`config.mk`:
```
export PLATFORM = sky130hd
export DESIGN_NAME = fdc_sd_arbiter
export DESIGN_NICKNAME = d
export VERILOG_FILES = /design/src/rtl/fdc_sd_arbiter.sv
export SDC_FILE = /design/constraint.sdc
export NUM_CORES = 1
export LEC_CHECK = 0
export ABC_AREA = 1
export ABC_CLOCK_PERIOD_IN_PS = 2800
export BUFFER_PORTS_ARGS = -buffer_cell sky130_fd_sc_hd__buf_2
export CAP_MARGIN = 0
export CORE_ASPECT_RATIO = 0.7
export CORE_UTILIZATION = 49
export DETAILED_ROUTE_END_ITERATION = 7
export PLACE_DENSITY = 0.9
export SLEW_MARGIN = 30
export SYNTH_ARGS = -nofsm -noshare
export SYNTH_HDL_FRONTEND = slang
export SYNTH_SLANG_ARGS = --single-unit
```
`constraint.sdc`:
```
create_clock -name CLK -period 2.8 [get_ports CLK]
set_input_delay 0.42 -clock CLK [delete_from_list [all_inputs] [get_ports CLK]]
set_output_delay 0.42 -clock CLK [all_outputs]
set_load 0.02 [all_outputs]
```
`src/rtl/fdc_sd_arbiter.sv`:
```
// fdc_sd_arbiter
//   Merges the floppy controller's per-drive SD block request channels into a
//   single SD block channel toward the HPS I/O block. Round-robin arbitration
//   keeps exactly one sector transfer in flight; the ack is routed back to the
//   granted drive and that drive's write data is muxed onto sd_buff_din.
//
// Optional feature macro: FDC_ARB_TIMEOUT_EN
//   When defined, a request that sees no sd_ack within TIMEOUT_CYCLES cycles
//   is aborted with a one-cycle err pulse. When undefined, err is tied 0.
//
// Ports
//   CLK, RESET_N      clock, asynchronous active-low reset
//   ch_rd, ch_wr      per-channel read/write request levels
//   ch_lba            per-channel block address, 32 bits per channel
//   ch_buff_din       per-channel write data, 8 bits per channel
//   ch_ack            per-channel ack (combinational, one-hot or zero)
//   sd_rd, sd_wr      merged request toward the SD block interface
//   sd_lba            LBA latched at grant
//   sd_ack            ack from the SD block interface
//   sd_buff_din       write data of the granted channel (combinational)
//   busy              high whenever the arbiter is not idle
//   grant             index of the current/last granted channel
//   err               one-cycle abort pulse (timeout feature only)
module fdc_sd_arbiter #(
  parameter int unsigned NUM_CH         = 4,
  parameter logic [23:0] TIMEOUT_CYCLES = 24'd5000000
) (
  input  logic                      CLK,
  input  logic                      RESET_N,
  input  logic [NUM_CH-1:0]         ch_rd,
  input  logic [NUM_CH-1:0]         ch_wr,
  input  logic [32*NUM_CH-1:0]      ch_lba,
  input  logic [8*NUM_CH-1:0]       ch_buff_din,
  output logic [NUM_CH-1:0]         ch_ack,
  output logic                      sd_rd,
  output logic                      sd_wr,
  output logic [31:0]               sd_lba,
  input  logic                      sd_ack,
  output logic [7:0]                sd_buff_din,
  output logic                      busy,
  output logic [$clog2(NUM_CH)-1:0] grant,
  output logic                      err
);

  localparam int unsigned GW = $clog2(NUM_CH);

  typedef enum logic [1:0] {S_IDLE, S_REQ, S_XFER, S_GAP} state_t;

  state_t          state, state_d;
  logic [GW-1:0]   last, last_d, grant_d, sel;
  logic            any_pend;
  logic            sd_rd_d, sd_wr_d, busy_d;
  logic [31:0]     sd_lba_d;
  logic [NUM_CH-1:0] pend;
  logic [31:0]     lba_arr [NUM_CH];
  logic [7:0]      din_arr [NUM_CH];

  assign pend = ch_rd | ch_wr;

  // Unpack the flat per-channel buses
  always_comb begin
    for (int i = 0; i < NUM_CH; i++) begin
      lba_arr[i] = ch_lba[32*i +: 32];
      din_arr[i] = ch_buff_din[8*i +: 8];
    end
  end

  // Round-robin pick: walk from farthest (last itself) to nearest (last+1);
  // the final hit is the closest pending channel after last.
  always_comb begin
    logic [GW-1:0] idx;
    sel      = last;
    any_pend = 1'b0;
    idx      = '0;
    for (int i = NUM_CH; i >= 1; i--) begin
      idx = GW'((int'(last) + i) % NUM_CH);
      if (pend[idx]) begin
        sel      = idx;
        any_pend = 1'b1;
      end
    end
  end

`ifdef FDC_ARB_TIMEOUT_EN
  logic [23:0] to_cnt, to_cnt_d;
  logic        err_d;
`endif

  // Next-state and registered-output logic
  always_comb begin
    state_d  = state;
    sd_rd_d  = sd_rd;
    sd_wr_d  = sd_wr;
    sd_lba_d = sd_lba;
    grant_d  = grant;
    last_d   = last;
`ifdef FDC_ARB_TIMEOUT_EN
    to_cnt_d = to_cnt;
    err_d    = 1'b0;
`endif
    case (state)
      S_IDLE: begin
        if (any_pend) begin
          grant_d  = sel;
          last_d   = sel;
          sd_lba_d = lba_arr[sel];
          sd_wr_d  = ch_wr[sel];
          sd_rd_d  = ch_rd[sel] & ~ch_wr[sel];
          state_d  = S_REQ;
`ifdef FDC_ARB_TIMEOUT_EN
          to_cnt_d = '0;
`endif
        end
      end
      S_REQ: begin
        if (sd_ack) begin
          sd_rd_d = 1'b0;
          sd_wr_d = 1'b0;
          state_d = S_XFER;
        end
`ifdef FDC_ARB_TIMEOUT_EN
        else if (to_cnt == TIMEOUT_CYCLES - 24'd1) begin
          sd_rd_d = 1'b0;
          sd_wr_d = 1'b0;
          err_d   = 1'b1;
          state_d = S_GAP;
        end else begin
          to_cnt_d = to_cnt + 24'd1;
        end
`endif
      end
      S_XFER: begin
        if (!sd_ack) state_d = S_GAP;
      end
      S_GAP: begin
        // One dead cycle so a still-asserted request is re-arbitrated fresh
        state_d = S_IDLE;
      end
      default: state_d = S_IDLE;
    endcase
    busy_d = (state_d != S_IDLE);
  end

  // State and output registers
  always_ff @(posedge CLK or negedge RESET_N) begin
    if (!RESET_N) begin
      state  <= S_IDLE;
      sd_rd  <= 1'b0;
      sd_wr  <= 1'b0;
      sd_lba <= '0;
      grant  <= '0;
      last   <= GW'(NUM_CH - 1);
      busy   <= 1'b0;
    end else begin
      state  <= state_d;
      sd_rd  <= sd_rd_d;
      sd_wr  <= sd_wr_d;
      sd_lba <= sd_lba_d;
      grant  <= grant_d;
      last   <= last_d;
      busy   <= busy_d;
    end
  end

`ifdef FDC_ARB_TIMEOUT_EN
  // Timeout counter and abort pulse
  always_ff @(posedge CLK or negedge RESET_N) begin
    if (!RESET_N) begin
      to_cnt <= '0;
      err    <= 1'b0;
    end else begin
      to_cnt <= to_cnt_d;
      err    <= err_d;
    end
  end
`else
  assign err = 1'b0;
`endif

  // Ack is forwarded only while a transfer is actually in flight
  always_comb begin
    for (int i = 0; i < NUM_CH; i++) begin
      ch_ack[i] = sd_ack & ((state == S_REQ) || (state == S_XFER)) & (grant == GW'(i));
    end
  end

  assign sd_buff_din = din_arr[grant];

endmodule

```
==> run_results.csv, run 1 <==
group,metric,value,unit
clocking,root_buffer,"sky130_fd_sc_hd__clkbuf_16",
clocking,clk_latency,270,ps
pwr,power_frac_clock,0.082,
pwr,p_leak,3.40,nW
setup_path,ff2ff_setup_slack,340,ps
synthesis,synth.area.top_cells,"sky130_fd_sc_hd__nand3_1 25%, sky130_fd_sc_hd__dfrtp_1 25%, sky130_fd_sc_hd__nand2_1 18%",
timing,final-setup-viol-count,0,
routing,dr.first_iter.drc_count,515,
synthesis,post-synth-top-count-cell,"sky130_fd_sc_hd__nand3_1",
clocking,tritoncts_buffer_count,5,
setup_path,cp.arrival,2630,ps
setup_path,r2r-start,"last[0]",
synthesis,synth_warnings,0,
routing,wire_per_inst,12.7,µm
timing,min_period,2460,ps
synthesis,yosys-top-cells-count,"198 x sky130_fd_sc_hd__nand3_1, 191 x sky130_fd_sc_hd__nand2_1, 145 x sky130_fd_sc_hd__inv_1",
synthesis,syn-num-nets,848,
setup_path,startpoint_type_of_the_worst_setup_path,"flip-flop",
die,initial_core_util,0.523,
placement,placement.cell_area,4980,µm²
setup_path,worstReg2RegEnd,"sd_lba[25]",
clocking,buffers_from_clock_root_to_sink_at_most,2,
pwr,sw_frac_of_total,0.573,
clocking,cts-resized-gates,0,
timing,slew_headroom,0.561,
pwr,p_seq_frac,0.168,
global_routing,grt_util_met2,0.476,
clocking,cts-hold-fix-buffers,0,
routing,drtPass1Iterations,6,
global_routing,most_crowded_layer_after_global_routing,"met2",
clocking,post-cts-setup-buffer-count,0,
pwr,p_per_area,1330,nW/µm²
pwr,power.share.combinational,0.750,
timing,clock.fmax,406,MHz
final_layout,filler_cell_count,691,
min_path,min-delay-path-class,"input port to asynchronous set/reset pin",
timing,timing_worst_slew_pin_value,659,ps
pwr,netSwitchingPower,0.00390,W
die,design.die.area,8430,µm²
global_routing,grt.overflow.total,0,
clocking,htree_num_levels,2,
synthesis,synth_top_area_cell,"sky130_fd_sc_hd__nand3_1",
synthesis,synthesis.area,3950,µm²
synthesis,synthesis.area_per_instance,5.86,µm²
outcome,outcome,"complete, no violations",
setup_path,critical_path_peak_fanout,36,
die,core_area,7550,µm²
final_layout,nNetsFinal,1041,
timing,final.period_utilization,0.879,
placement,gp_weighted_congestion,0.938,
clocking,number_of_sinks_driven_by_the_clock_tree,41,
synthesis,post_synth_edffs,0,
timing,grt_setup_unrepaired,"no",
final_layout,antenna-diode-count,0,
final_layout,synthToLayoutAreaGrowth,29.6,%
die,num_io_pins,221,
synthesis,synth.ff_latch_count,41,
die,chipHeight,77.1,µm
setup_path,path_class,"flip-flop to flip-flop",
die,rows,26,
clocking,tritoncts,"done",
global_routing,grt_pass1_wl,19700,µm
setup_path,startpoint,"last[0]",
synthesis,dominantRegCellSynth,"sky130_fd_sc_hd__dfrtp_1",
clocking,cts.reportedPaths.clkPinSlew,60,ps
routing,dr_total_vias,4930,
placement,port_buffers,219,
placement,dp_hpwl,8860,µm
setup_path,worstSetupEndpointType,"flip-flop",
pwr,vdd_ir_drop_max,0.000884,V
setup_path,worst_setup_path_endpoint,"sd_lba[25]",
synthesis,ys_seq_area_frac,0.260,
pwr,total_power,0.00680,W
routing,route.final.wire_length,12300,µm
routing,detail_route.vias_per_cell,5.10,
synthesis,synth_async_sr_flop_share,1.00,
run,drv_cap,0,
timing,totalNegativeSetupSlack,0,ps
timing,report.final.hold_viol_count,0,
routing,detail-route-antenna-nets,0,
global_routing,met1_usage,0.396,
final_layout,layout.cell_area.non_filler,5120,µm²
timing,final_max_slew_viol_count,0,
final_layout,final_layout_size_suffix_gt1_frac,0.294,
routing,drc_errors,0,
final_layout,finalCoreUtilization,0.678,
timing,skew,2.86,ps
global_routing,largest_net_degree_at_the_start_of_global_routing,42,
die,fp.dieW,109,µm
pwr,intPower,0.00291,W
global_routing,initial_antenna_violation_count,0,
global_routing,grt_use_met3,0.0544,
global_routing,global_route.usage.total,0.290,
synthesis,synth_cells,674,
placement,place_inst,958,
setup_path,cp.required,2960,ps
synthesis,ys_types,27,
global_routing,grt_pass1_vias,4384,
synthesis,synth_largest_type_area_fraction,0.251,
final_layout,post_layout_nonfiller_instances,966,
setup_path,reg2reg_depth,13,
==> critical path, cell delays in order (launching register included) <==
cell	delay, ps
sky130_fd_sc_hd__dfstp_2	680
sky130_fd_sc_hd__inv_6	80
sky130_fd_sc_hd__nand2_1	80
sky130_fd_sc_hd__nand2_2	80
sky130_fd_sc_hd__nand3_1	120
sky130_fd_sc_hd__nand2_2	100
sky130_fd_sc_hd__nand2_4	110
sky130_fd_sc_hd__nand3_4	250
sky130_fd_sc_hd__nand2_4	450
sky130_fd_sc_hd__nand2_1	110
sky130_fd_sc_hd__nand3_1	100
sky130_fd_sc_hd__nand2_1	60
sky130_fd_sc_hd__nand2_1	50
sky130_fd_sc_hd__nand2_1	50
==> cell families after synthesis <==
kind of cell / after synthesis / synth area share
AO/OA/AOI/OAI: 17 / 0.0279
flip-flops: 41 / 0.260
AND/OR/NAND/NOR: 420 / 0.485
other: 1 / 0.000950
buffers and inverters: 192 / 0.216
adder cells (fa/ha/maj): 3 / 0.00951
==> routing by layer <==
layer	wire, µm	vias up	share of wire
met2	5500	296	0.45
li1	-	2462	-
met1	5450	2156	0.44
met4	116	0	0.0094
met3	1220	16	0.099
met5	0	-	0
==> per-stage QoR <==
stage,setup slack [ps],hold WS [ps]
global placement,442,458
floorplan,932,124
global route,169,170
detailed placement,417,464
finish,338,119
CTS,419,338
==> cell usage in the layout, fill, tap and decap left out, types with 4 or more instances in the layout <==
cell type / synthesis / routed
sky130_fd_sc_hd__a22oi_1: 8 / 8
sky130_fd_sc_hd__buf_2: 22 / 218
sky130_fd_sc_hd__buf_4: 1 / 8
sky130_fd_sc_hd__clkbuf_16: 0 / 5
sky130_fd_sc_hd__dfrtp_1: 39 / 39
sky130_fd_sc_hd__inv_1: 145 / 145
sky130_fd_sc_hd__inv_2: 4 / 4
sky130_fd_sc_hd__nand2_1: 191 / 191
sky130_fd_sc_hd__nand2_2: 5 / 5
sky130_fd_sc_hd__nand2_4: 4 / 4
sky130_fd_sc_hd__nand3_1: 198 / 198
sky130_fd_sc_hd__nor2_1: 11 / 11
sky130_fd_sc_hd__nor3_1: 5 / 5
sky130_fd_sc_hd__o21ai_0: 5 / 5
==> how the worst min path moves through the flow <==
| stage | start | end | cells past startpoint |
|---|---|---|---|
| 6_report | RESET_N | sd_lba[24] | 1 |
| 5_1_grt | RESET_N | sd_lba[30] | 1 |
| 4_1_cts | RESET_N | sd_lba[24] | 1 |
| 3_5_place_dp | sd_lba[15] | sd_lba[15] | 2 |
| 3_3_place_gp | sd_lba[5] | sd_lba[5] | 2 |
| 2_1_floorplan | RESET_N | busy | 0 |
==> registers in the layout (all words and copies together), names as in the netlist <==
register,count
sd_rd,1
sd_wr,1
busy,1
last,2
sd_lba,32
grant,2
state,2
==> power groups by stage <==
stage	logic [W]	clock network (W)	registers [W]
final	0.00511	0.000555	0.00114
after global routing	0.00570	0.000589	0.00118
after CTS	0.00504	0.000563	0.00114
after detailed placement	0.00505	0	0.00113
after global placement	0.00495	0	0.00114
after floorplan	0.00377	0	0.00138
==> final cells by class <==
cell class                 instances  area, µm²  area share
timing repair buffer             228       1190       0.233
clock buffer                       8        136      0.0267
sequential                        41       1030       0.201
inverter                         150        568       0.111
tap                               98        123      0.0240
multi-input combinational        441       2070       0.405
No activity file was read; power rests on OpenSTA's default activity.
==> inputs of run 2 (changes only) <==
- CELL_PAD_IN_SITES_DETAIL_PLACEMENT: unset -> 0
- CELL_PAD_IN_SITES_GLOBAL_PLACEMENT: unset -> 2
- CORE_UTILIZATION: 49 -> 23
- HOLD_SLACK_MARGIN: unset -> 0.08
- PLACE_DENSITY: 0.9 -> 0.91
- RECOVER_POWER: unset -> 25
==> run_results.csv, run 2 (synthesis results as in run 1) <==
group,metric,value,unit
timing,final-setup-viol-count,0,
pwr,p_per_area,1350,nW/µm²
die,num_io_pins,221,
outcome,failing_checks,"max-capacitance violations, max-slew violations",
final_layout,layout.cell_area.non_filler,5360,µm²
setup_path,critical_path_peak_fanout,36,
placement,placement.cell_area,5190,µm²
die,chipHeight,112,µm
clocking,root_buffer,"sky130_fd_sc_hd__clkbuf_16",
clocking,buffers_from_clock_root_to_sink_at_most,2,
routing,detail_route.vias_per_cell,4.33,
final_layout,finalCoreUtilization,0.324,
placement,gp_weighted_congestion,0.820,
global_routing,grt_pass1_vias,4518,
clocking,post-cts-setup-buffer-count,0,
clocking,cts-resized-gates,0,
timing,skew,7.26,ps
setup_path,worstSetupEndpointType,"flip-flop",
clocking,tritoncts_buffer_count,5,
placement,port_buffers,219,
timing,timing_worst_slew_pin_value,2310,ps
final_layout,register_ranked_first_by_flip_flop_count,"sd_lba",
outcome,outcome,"finished with violations",
placement,place_inst,1087,
pwr,p_leak,3.45,nW
final_layout,layout.cells.most_common,"sky130_fd_sc_hd__buf_2",
global_routing,largest_net_degree_at_the_start_of_global_routing,51,
die,rows,39,
die,core_area,16500,µm²
routing,dr_total_vias,4751,
clocking,tritoncts,"done",
routing,drc_errors,0,
setup_path,startpoint_type_of_the_worst_setup_path,"flip-flop",
pwr,vdd_ir_drop_max,0.000533,V
die,fp.dieW,159,µm
die,design.die.area,17700,µm²
timing,grt_setup_unrepaired,"no",
final_layout,post_layout_nonfiller_instances,1096,
routing,route.final.wire_length,15200,µm
clocking,cts.reportedPaths.clkPinSlew,60,ps
final_layout,nNetsFinal,1043,
final_layout,largest_reg_flops,32,
global_routing,global_route.usage.total,0.171,
setup_path,cp.required,2970,ps
routing,drtPass1Iterations,5,
clocking,cts-hold-fix-buffers,0,
placement,dp_hpwl,11300,µm
timing,min_period,2400,ps
timing,final.period_utilization,0.857,
timing,report.final.hold_viol_count,0,
timing,slew_headroom,-0.538,
min_path,min-delay-path-class,"flip-flop to flip-flop",
run,drv_cap,1,
routing,wire_per_inst,13.9,µm
routing,detail-route-antenna-nets,0,
final_layout,filler_cell_count,1874,
global_routing,grt.overflow.total,0,
timing,final_max_slew_viol_count,42,
pwr,total_power,0.00726,W
clocking,htree_num_levels,2,
setup_path,path_class,"flip-flop to flip-flop",
final_layout,final_layout_size_suffix_gt1_frac,0.297,
timing,totalNegativeSetupSlack,0,ps
final_layout,layout.cells.most_common_list,"218 x sky130_fd_sc_hd__buf_2, 198 x sky130_fd_sc_hd__nand3_1, 191 x sky130_fd_sc_hd__nand2_1, 145 x sky130_fd_sc_hd__inv_1, 39 x sky130_fd_sc_hd__dfrtp_1",
routing,dr.first_iter.drc_count,305,
timing,clock.fmax,417,MHz
global_routing,initial_antenna_violation_count,2,
die,initial_core_util,0.239,
clocking,number_of_sinks_driven_by_the_clock_tree,41,
setup_path,cp.arrival,2570,ps
global_routing,grt_pass1_wl,23500,µm
clocking,clk_latency,280,ps
final_layout,synthToLayoutAreaGrowth,35.8,%
==> run 2: cell types whose count changed in the layout (fill, tap and decap cells not counted), sizes merged <==
cell and delta:
bufinv +1, buf +1, diode +1
==> run 2: report_power, final <==
part | switching, W | internal, W
sequential | 0.000233 | 0.000915
clock | 0.000230 | 0.000446
combinational | 0.00367 | 0.00177
total | 0.00413 | 0.00313
==> run 2: final cells by class <==
class,instances,area (µm²),area share
inverters,150,568,0.106
well taps,225,282,0.0525
repair buffers,230,1240,0.231
clock inverters,1,30.0,0.00560
multi-input cells,441,2070,0.386
clock buffers,7,143,0.0266
diodes,1,2.50,0.000467
flip-flops and latches,41,1030,0.192
==> run 2: critical path, stage by stage, from the launching register on <==
cell,delay (ps)
sky130_fd_sc_hd__dfstp_2,660
sky130_fd_sc_hd__inv_6,80
sky130_fd_sc_hd__nand2_1,80
sky130_fd_sc_hd__nand2_2,70
sky130_fd_sc_hd__nand3_1,110
sky130_fd_sc_hd__nand2_2,100
sky130_fd_sc_hd__nand2_4,110
sky130_fd_sc_hd__nand3_4,220
sky130_fd_sc_hd__nand2_4,460
sky130_fd_sc_hd__nand2_1,100
sky130_fd_sc_hd__nand3_1,130
sky130_fd_sc_hd__nand2_1,60
sky130_fd_sc_hd__nand2_1,50
sky130_fd_sc_hd__nand2_1,50
==> run 2: worst paths after layout <==
kind	from	endpoint	slack, ps	depth (start not counted)
worst max-delay path	last[0]	sd_lba[2]	400	13
worst min-delay path	sd_lba[3]	sd_lba[3]	470	2
worst max register to register	last[0]	sd_lba[2]	400	13
worst min register to register	sd_lba[3]	sd_lba[3]	470	2
max in group asynchronous	RESET_N	sd_lba[18]	650	1
min in group asynchronous	RESET_N	sd_lba[26]	830	1
==> run 2: per-stage QoR <==
step | setup WS (ps) | hold WS (ps)
2_1_floorplan | 932 | 124
3_3_place_gp | 422 | 458
3_5_place_dp | 386 | 451
4_1_cts | 375 | 148
5_1_grt | 116 | 490
6_report | 401 | 474
==> run 2: per-layer routing <==
metal / vias to the layer above / wire (µm) / track usage
met4: 2 / 131 / 0.0295
met5: - / 13 / 0
met3: 10 / 1040 / 0.0315
met1: 2108 / 7700 / 0.242
li1: 2469 / - / -
met2: 162 / 6350 / 0.269
==> inputs of run 3 (changes only) <==
- GPL_TIMING_DRIVEN: unset -> 0
==> run_results.csv, run 3 (synthesis results as in run 1) <==
group,metric,value,unit
outcome,outcome,"complete, no violations",
final_layout,layout.cells.most_common,"sky130_fd_sc_hd__buf_2",
final_layout,nNetsFinal,1074,
pwr,vdd_ir_drop_max,0.000376,V
routing,wire_per_inst,13.9,µm
clocking,cts-resized-gates,0,
die,design.die.area,17700,µm²
setup_path,cp.required,2380,ps
final_layout,register_ranked_first_by_flip_flop_count,"sd_lba",
setup_path,worst_path_cell_with_the_longest_stage_delay,"sky130_fd_sc_hd__clkbuf_1",
routing,dr_total_vias,4823,
pwr,p_per_area,1360,nW/µm²
timing,timing_worst_slew_pin_value,1140,ps
clocking,clk_latency,290,ps
placement,placement.cell_area,5330,µm²
die,rows,39,
pwr,power.share.combinational,0.765,
placement,gp_weighted_congestion,0.798,
setup_path,timing.critical_path.slowest_cell_delay,420,ps
pwr,netSwitchingPower,0.00422,W
timing,totalNegativeSetupSlack,0,ps
timing,clock.fmax,432,MHz
final_layout,layout.cells.most_common_list,"240 x sky130_fd_sc_hd__buf_2, 198 x sky130_fd_sc_hd__nand3_1, 191 x sky130_fd_sc_hd__nand2_1, 145 x sky130_fd_sc_hd__inv_1, 39 x sky130_fd_sc_hd__dfrtp_1",
timing,final-setup-viol-count,0,
setup_path,path_class,"flip-flop to primary output",
setup_path,worst_setup_path_endpoint,"sd_buff_din[1]",
global_routing,initial_antenna_violation_count,2,
final_layout,final_layout_size_suffix_gt1_frac,0.316,
clocking,cts-hold-fix-buffers,0,
global_routing,global_route.usage.total,0.175,
routing,route.final.wire_length,15700,µm
die,fp.dieW,159,µm
min_path,min-delay-path-class,"input port to asynchronous set/reset pin",
setup_path,reg2reg_depth,12,
placement,port_buffers,219,
timing,slew_headroom,0.241,
clocking,tritoncts_buffer_count,5,
pwr,power_frac_clock,0.090,
setup_path,path_cells,"clkbuf_1 > clkbuf_1 > nand3_1 > nand3_1 > buf_2",
setup_path,worstReg2RegEnd,"sd_lba[10]",
die,chipHeight,112,µm
final_layout,synthToLayoutAreaGrowth,39.0,%
setup_path,worstSetupEndpointType,"primary output",
clocking,number_of_sinks_driven_by_the_clock_tree,41,
pwr,p_seq_frac,0.146,
final_layout,layout.cell_area.non_filler,5490,µm²
final_layout,largest_reg_flops,32,
clocking,tritoncts,"done",
run,drv_cap,0,
setup_path,r2r-start,"last[0]",
die,core_area,16500,µm²
global_routing,largest_net_degree_at_the_start_of_global_routing,42,
routing,drtPass1Iterations,5,
die,initial_core_util,0.239,
clocking,post-cts-setup-buffer-count,0,
global_routing,grt_pass1_vias,4472,
final_layout,finalCoreUtilization,0.332,
timing,grt_setup_unrepaired,"no",
placement,dp_hpwl,12300,µm
pwr,intPower,0.00326,W
setup_path,startpoint_type_of_the_worst_setup_path,"flip-flop",
clocking,htree_num_levels,2,
setup_path,critical_path_peak_fanout,10,
routing,drc_errors,0,
timing,skew,6.09,ps
routing,detail-route-antenna-nets,0,
global_routing,grt_pass1_wl,23800,µm
clocking,cts.reportedPaths.clkPinSlew,70,ps
global_routing,grt.overflow.total,0,
timing,final_max_slew_viol_count,0,
setup_path,ff2ff_setup_slack,580,ps
timing,min_period,2320,ps
clocking,buffers_from_clock_root_to_sink_at_most,2,
pwr,total_power,0.00749,W
final_layout,filler_cell_count,1936,
routing,detail_route.vias_per_cell,4.28,
die,num_io_pins,221,
timing,final_hold_slack,343,ps
routing,dr.first_iter.drc_count,265,
setup_path,startpoint,"grant[1]",
pwr,p_leak,3.54,nW
pwr,sw_frac_of_total,0.564,
setup_path,cp.arrival,1900,ps
timing,final.period_utilization,0.827,
clocking,root_buffer,"sky130_fd_sc_hd__clkbuf_16",
timing,report.final.hold_viol_count,0,
## run 3: cell count changes in the layout (fill, tap and decap cells not counted), moves of 4 or more
cell                       previous run  this run
sky130_fd_sc_hd__clkbuf_1             2         6
sky130_fd_sc_hd__buf_6                0        13
sky130_fd_sc_hd__buf_2              218       240
sky130_fd_sc_hd__buf_4                6         1
sky130_fd_sc_hd__buf_12               5         0
## run 3: per-layer routing
metal  up-vias  GRT usage  share of wire
met5         -          0        0.00083
met4         2     0.0224         0.0062
met3        13     0.0389          0.074
met1      2115      0.245           0.50
li1       2529          -              -
met2       164      0.281           0.42
## run 3: worst min path at each step
stage	endpoint	start	slack, ps
6_report	sd_lba[27]	RESET_N	340
3_5_place_dp	sd_lba[27]	RESET_N	460
3_3_place_gp	sd_lba[25]	sd_lba[25]	460
2_1_floorplan	busy	RESET_N	120
4_1_cts	sd_lba[27]	RESET_N	150
5_1_grt	sd_lba[27]	RESET_N	430
## run 3: layout make-up
cell class | count | area, µm² | share of cell area
Buffer | 42 | 287 | 0.0522
Tap cell | 225 | 282 | 0.0513
Sequential cell | 41 | 1030 | 0.187
Timing Repair Buffer | 219 | 1100 | 0.200
Clock buffer | 5 | 125 | 0.0228
Antenna cell | 1 | 2.50 | 0.000456
Inverter | 150 | 568 | 0.103
Clock inverter | 2 | 35.0 | 0.00638
Multi-Input combinational cell | 441 | 2070 | 0.376
## run 3: per-stage QoR
| stage | std cells | setup WS [ps] |
|---|---|---|
| detailed placement | 1118 | 521 |
| global placement | 1118 | 540 |
| finish | 1126 | 484 |
| global route | 1126 | 337 |
| floorplan | 674 | 932 |
| CTS | 1125 | 505 |
## run 3: power groups by stage
| stage | Clock (W) | Combinational, W | Sequential [W] |
|---|---|---|---|
| 2_1_floorplan | 0 | 0.00377 | 0.00138 |
| 3_3_place_gp | 0 | 0.00579 | 0.00109 |
| 3_5_place_dp | 0 | 0.00580 | 0.00109 |
| 4_1_cts | 0.000695 | 0.00580 | 0.00109 |
| 5_1_grt | 0.000712 | 0.00648 | 0.00113 |
| 6_report | 0.000671 | 0.00572 | 0.00109 |
## run 3: critical path: cells and delay by family, from the launching register on
family / cells / cell delay (ps)
buffers and inverters: 3 / 980
and+or+nand+nor: 2 / 240
DFF: 1 / 380
